==> src/rtl/mem_arbiter.sv <==
// -----------------------------------------------------------------------------
// mem_arbiter
//
// Shares the single RAM port between the icache and dcache of NCPUS cores.
// The arbiter moves one word per RAM transaction. It takes one IDLE cycle to
// pick a winner and then holds GRANT until the RAM reports ACCESS.
//
// Priority when picking a winner:
//   1. a continuing dcache burst (same core, fewer than MAX_BURST words so far)
//   2. dcache requests, round-robin from rr_d
//   3. icache requests, round-robin from rr_i
//
// Handshake: a requester holds its REN/WEN (plus address and data) high until
// it sees its wait bit low. The wait bit is low for exactly the completion
// cycle. If the requester drops its request while granted, the transfer is
// abandoned: the RAM strobes fall in that same cycle and the arbiter returns
// to IDLE without touching the round-robin pointers.
//
// Ports:
//   CLK, RST            clock (rising edge), asynchronous active-high reset
//   iREN/iaddr          icache read request and word address, one per core
//   iwait/iload         icache stall (low on completion), read data
//   dREN/dWEN           dcache read and write requests, one per core
//   daddr/dstore        dcache word address and write data, one per core
//   dwait/dload         dcache stall (low on completion), read data
//   ramREN/ramWEN       RAM read and write strobes
//   ramaddr/ramstore    RAM address and write data
//   ramload/ramstate    RAM read data and status (FREE/BUSY/ACCESS/ERROR)
//   memerr              sticky error flag, cleared only by reset
//   state_dbg           current FSM state (0 = IDLE, 1 = GRANT)
// -----------------------------------------------------------------------------
module mem_arbiter #(
   parameter int NCPUS     = 2,
   parameter int MAX_BURST = 2
) (
   input  logic                CLK,
   input  logic                RST,
   input  logic [NCPUS-1:0]    iREN,
   input  logic [NCPUS*32-1:0] iaddr,
   output logic [NCPUS-1:0]    iwait,
   output logic [31:0]         iload,
   input  logic [NCPUS-1:0]    dREN,
   input  logic [NCPUS-1:0]    dWEN,
   input  logic [NCPUS*32-1:0] daddr,
   input  logic [NCPUS*32-1:0] dstore,
   output logic [NCPUS-1:0]    dwait,
   output logic [31:0]         dload,
   output logic                ramREN,
   output logic                ramWEN,
   output logic [31:0]         ramaddr,
   output logic [31:0]         ramstore,
   input  logic [31:0]         ramload,
   input  logic [1:0]          ramstate,
   output logic                memerr,
   output logic                state_dbg
);

   localparam int CW  = (NCPUS > 1) ? $clog2(NCPUS) : 1;
   localparam int CW1 = CW + 1;
   localparam int BW  = (MAX_BURST > 1) ? $clog2(MAX_BURST) : 1;

   localparam logic [1:0]    RAM_ACCESS = 2'd2;
   localparam logic [1:0]    RAM_ERROR  = 2'd3;
   localparam logic [BW-1:0] BURST_LIM  = BW'(MAX_BURST - 1);

   typedef enum logic {IDLE = 1'b0, GRANT = 1'b1} state_t;

   state_t          state_q, state_n;
   logic            gnt_d_q, gnt_d_n;        // grantee is a dcache
   logic [CW-1:0]   gnt_idx_q, gnt_idx_n;    // grantee core index
   logic            last_vld_q, last_vld_n;  // last grantee is remembered
   logic            last_d_q, last_d_n;
   logic [CW-1:0]   last_idx_q, last_idx_n;
   logic [BW-1:0]   burst_q, burst_n;        // extra words granted in this burst
   logic [CW-1:0]   rr_i_q, rr_i_n;
   logic [CW-1:0]   rr_d_q, rr_d_n;
   logic            memerr_q, memerr_n;

   logic [NCPUS-1:0] d_req;
   logic [31:0]      g_iaddr, g_daddr, g_dstore;
   logic             g_iren, g_dren, g_dwen, g_req;

   assign d_req     = dREN | dWEN;
   assign iload     = ramload;
   assign dload     = ramload;
   assign memerr    = memerr_q;
   assign state_dbg = state_q;

   // First requesting core at or after ptr, wrapping modulo NCPUS.
   function automatic logic [CW-1:0] rr_pick(input logic [NCPUS-1:0] req,
                                             input logic [CW-1:0]    ptr);
      logic [CW-1:0] pick;
      logic [CW:0]   sum;
      logic          found;
      pick  = '0;
      found = 1'b0;
      for (int k = 0; k < NCPUS; k++) begin
         sum = {1'b0, ptr} + CW1'(k);
         if (sum >= CW1'(NCPUS)) sum = sum - CW1'(NCPUS);
         if (!found && req[sum[CW-1:0]]) begin
            pick  = sum[CW-1:0];
            found = 1'b1;
         end
      end
      return pick;
   endfunction

   function automatic logic [CW-1:0] next_ptr(input logic [CW-1:0] c);
      return (c == CW'(NCPUS - 1)) ? '0 : c + CW'(1);
   endfunction

   // Grantee's request and payload.
   always_comb begin
      g_iaddr  = '0;
      g_daddr  = '0;
      g_dstore = '0;
      g_iren   = 1'b0;
      g_dren   = 1'b0;
      g_dwen   = 1'b0;
      for (int k = 0; k < NCPUS; k++) begin
         if (gnt_idx_q == CW'(k)) begin
            g_iaddr  = iaddr[k*32 +: 32];
            g_daddr  = daddr[k*32 +: 32];
            g_dstore = dstore[k*32 +: 32];
            g_iren   = iREN[k];
            g_dren   = dREN[k];
            g_dwen   = dWEN[k];
         end
      end
   end

   assign g_req = gnt_d_q ? (g_dren | g_dwen) : g_iren;

   always_comb begin
      state_n    = state_q;
      gnt_d_n    = gnt_d_q;
      gnt_idx_n  = gnt_idx_q;
      last_vld_n = last_vld_q;
      last_d_n   = last_d_q;
      last_idx_n = last_idx_q;
      burst_n    = burst_q;
      rr_i_n     = rr_i_q;
      rr_d_n     = rr_d_q;
      memerr_n   = memerr_q;
      ramREN     = 1'b0;
      ramWEN     = 1'b0;
      ramaddr    = '0;
      ramstore   = '0;
      iwait      = '1;
      dwait      = '1;

      case (state_q)
         IDLE: begin
            if (last_vld_q && last_d_q && (burst_q < BURST_LIM) && d_req[last_idx_q]) begin
               gnt_d_n   = 1'b1;
               gnt_idx_n = last_idx_q;
               burst_n   = burst_q + BW'(1);
               state_n   = GRANT;
            end else if (|d_req) begin
               gnt_d_n   = 1'b1;
               gnt_idx_n = rr_pick(d_req, rr_d_q);
               burst_n   = '0;
               state_n   = GRANT;
            end else if (|iREN) begin
               gnt_d_n   = 1'b0;
               gnt_idx_n = rr_pick(iREN, rr_i_q);
               burst_n   = '0;
               state_n   = GRANT;
            end else begin
               last_vld_n = 1'b0;
            end
         end

         GRANT: begin
            ramaddr = gnt_d_q ? g_daddr : g_iaddr;
            if (gnt_d_q) begin
               ramstore = g_dstore;
               // A write outranks a read when a dcache raises both.
               ramWEN   = g_dwen;
               ramREN   = g_dren & ~g_dwen;
            end else begin
               ramREN   = g_iren;
            end

            if (ramstate == RAM_ERROR) memerr_n = 1'b1;

            if (!g_req) begin
               state_n = IDLE;
            end else if (ramstate == RAM_ACCESS) begin
               if (gnt_d_q) begin
                  dwait[gnt_idx_q] = 1'b0;
                  rr_d_n           = next_ptr(gnt_idx_q);
               end else begin
                  iwait[gnt_idx_q] = 1'b0;
                  rr_i_n           = next_ptr(gnt_idx_q);
               end
               last_vld_n = 1'b1;
               last_d_n   = gnt_d_q;
               last_idx_n = gnt_idx_q;
               state_n    = IDLE;
            end
         end

         default: state_n = IDLE;
      endcase
   end

   always_ff @(posedge CLK or posedge RST) begin
      if (RST) begin
         state_q    <= IDLE;
         gnt_d_q    <= 1'b0;
         gnt_idx_q  <= '0;
         last_vld_q <= 1'b0;
         last_d_q   <= 1'b0;
         last_idx_q <= '0;
         burst_q    <= '0;
         rr_i_q     <= '0;
         rr_d_q     <= '0;
         memerr_q   <= 1'b0;
      end else begin
         state_q    <= state_n;
         gnt_d_q    <= gnt_d_n;
         gnt_idx_q  <= gnt_idx_n;
         last_vld_q <= last_vld_n;
         last_d_q   <= last_d_n;
         last_idx_q <= last_idx_n;
         burst_q    <= burst_n;
         rr_i_q     <= rr_i_n;
         rr_d_q     <= rr_d_n;
         memerr_q   <= memerr_n;
      end
   end

endmodule

==> config.mk <==
export PLATFORM = sky130hd
export DESIGN_NAME = mem_arbiter
export DESIGN_NICKNAME = d
export VERILOG_FILES = /design/src/rtl/mem_arbiter.sv
export SDC_FILE = /design/constraint.sdc
export NUM_CORES = 1
export LEC_CHECK = 0
export ABC_AREA = 1
export BUFFER_PORTS_ARGS = -buffer_cell sky130_fd_sc_hd__buf_2
export CAP_MARGIN = 10
export CORE_AREA = 4 4 141 143
export CTS_CLUSTER_DIAMETER = 30
export CTS_CLUSTER_SIZE = 12
export DETAILED_ROUTE_END_ITERATION = 16
export DIE_AREA = 0 0 145 147
export GPL_TIMING_DRIVEN = 0
export SYNTH_ARGS = -nofsm -noshare
export SYNTH_HDL_FRONTEND = slang
export SYNTH_SLANG_ARGS = --single-unit
==> constraint.sdc <==
create_clock -name CLK -period 1.7 [get_ports CLK]
set_input_delay 0.34 -clock CLK [delete_from_list [all_inputs] [get_ports CLK]]
set_output_delay 0.34 -clock CLK [all_outputs]
set_load 0.1 [all_outputs]
==> qor.csv <==
metric,value,unit
synth_top_family_by_area,simple AND/OR/NAND/NOR gates,
dp_hpwl,14100,um
critPathLaunchType,flip-flop,
synth_top_cell_by_area,nand2_1,
area_delta_synth_final,228,%
hold_viol,0,
synth_xor_area_share,0,%
syn_avg_cell_area,5.64,sq um
crit_top_cell,buf_12,
synth_common_cells,"nand2_1, buf_4, nand3_1, a21oi_1, a41oi_1",
synth-compound-area-share,19.7,%
dp_slack,-0.639,ns
port_buffers,337,
synth_async_sr_flop_share,100,%
vias,4659,
reg2reg_depth,10,
placedCellCount,1015,
cts.path.max_buffers,2,
hold_slack,0.0816,ns
drtAntennaViolNets,0,
arrival,1.78,ns
worst_pin_slew,0.503,ns
finalNonFillerCells,1053,
drc,0,
yosys.area.top_type_share,24.0,%
synth_adder_area_share,0,%
relSlewSlack,66.7,%
crit_chain,inv_2 > buf_12 > nand2_8 > clkinv_16 > buf_12 > buf_12 > nand2_2 > a21oi_4 > buf_12,
num_io_pins,370,
ys_warn_count,0,
wirelength,19500,um
violations,negative setup slack,
cpPeakStageDelay,0.40,ns
synthTopCellsByArea,"nand2_1, buf_4, nand3_1, a41oi_1, dfrtp_1",
gr-total-overflow,0,
tritoncts,built,
regToRegSetupSlack,0.12,ns
synthFlopType,dfrtp_1,
die_y,147,um
drt_iter0_markers,217,
status,"complete, but fails checks",
drv_slew,0,
crit_family,buffers and inverters,
syn_inst,444,
muxShareOfSynthArea,0,%
grt_first_pass_wirelength,27300,um
ys_ff_latch,10,
reg2reg_to,rr_d_q,
synth.most_common_cell,nand2_1,
clk_pin_slew,0.04,ns
period_share,125,%
synth_edf_count,0,
path_class,reg2out,
clkSinkCount,10,
antenna_found_initial,1,
syn_nets,678,
cts_hold_buffers,0,
path_max_fanout,5,
min_path_type,in2async,
fmax,471,MHz
final_nets,1054,
clock_skew,0.00217,ns
ys_types,19,
grt_pass1_vias,4905,
drive_gt1_share,81.0,%
maxCapViolCount,0,
avgRoutedWirePerCell,18.5,um
rsz0062_at_grt,true,
firstDrtPassIters,4,
htreeDepth,1,
fin_ws,-0.424,ns
synth-simple-area-share,41.4,%
tns,-23.20,ns
gp_congestion,0.848,
fp.dieArea,21300,sq um
synth_area,2500,sq um
worstSkewPairLatency,0.24,ns
required,1.36,ns
fp-row-count,50,
start_util,13.5,%
die_w,145,um
post-route-min-period,2.12,ns
diodes,0,
worstSetupEndpointType,output port,
path_buf_inv,6,
grt_usage,15.9,%
core-area,18600,sq um
final-setup-viol-count,70,
r2r_start,gnt_idx_q,
numCtsBuffers,3,
grt_max_degree,11,
seq_area_frac_synth,10.0,%
clock_tree.root_cell,clkbuf_16,
slowest_stage,dfrtp_1,
via_per_inst,4.42,
==> layout make-up <==
| type | count | area (sq um) |
|---|---|---|
| fillers | 1741 | 10400 |
| well taps | 234 | 293 |
| clock buffers | 4 | 88.8 |
| repair inverters | 3 | 40.0 |
| inverters | 17 | 110 |
| repair buffers | 368 | 3230 |
| multi-input cells | 319 | 3210 |
| plain buffers | 98 | 992 |
| flip-flops and latches | 10 | 255 |
==> routing by layer <==
metal	routed length [um]	track usage (%)	vias to the layer above	share of wire (%)
met5	7	0	-	0.036
met4	286	2.95	2	1.5
met3	1290	2.96	23	6.6
met2	10500	31.0	236	54
met1	7410	18.1	2188	38
li1	-	-	2210	-
==> metrics by stage <==
step                      util (%)  instance area [sq um]
after floorplan                  -                   3710
after global placement        30.6                   5690
after detailed placement      30.6                   5690
after CTS                     39.3                   7300
after global routing          44.2                   8210
final                         44.2                   8210
==> cell families after synthesis <==
logic type      count (synthesis)
simple gates                  246
buf+inv                       115
compound gates                 73
flops                          10
==> registers in the layout, indices dropped and copies added, names as in the netlist <==
register / count
gnt_idx_q: 1
burst_q: 1
rr_d_q: 1
rr_i_q: 1
memerr: 1
last_d_q: 1
last_vld_q: 1
last_idx_q: 1
state_dbg: 1
gnt_d_q: 1
==> worst max path at each step <==
| stage | from | endpoint | slack [ns] | depth (start not counted) |
|---|---|---|---|---|
| 6_report | gnt_idx_q | ramstore[22] | -0.42 | 9 |
| 5_1_grt | gnt_idx_q | ramstore[22] | -0.50 | 9 |
| 4_1_cts | gnt_idx_q | ramaddr[16] | -0.38 | 9 |
| 3_5_place_dp | gnt_idx_q | ramaddr[23] | -0.64 | 8 |
| 3_3_place_gp | gnt_idx_q | ramaddr[18] | -0.62 | 8 |
| 2_1_floorplan | state_dbg | ramaddr[0] | -0.32 | 4 |
==> repair_timing <==
action | CTS | global route
endpoints found under the setup margin | 70 | 70
cloned | 6 | 7
pin swaps | 24 | 58
resized for setup | 348 | 167
setup buffers | 13 | 10
==> cell usage in the layout (no fill, tap or decap), drive strengths merged <==
master	instances
o22ai	1
buf	456
nand3	73
a41oi	32
a21oi	34
clkinvlp	1
inv	14
a21boi	1
a31o	1
dfrtp	10
clkinv	5
nand2	160
clkbuf	14
nor2	7
nor3	2
o21ai	4
nand4	4
Power is not shown: default switching activity piles up to over one toggle a cycle in this logic, so the estimate is an artifact.
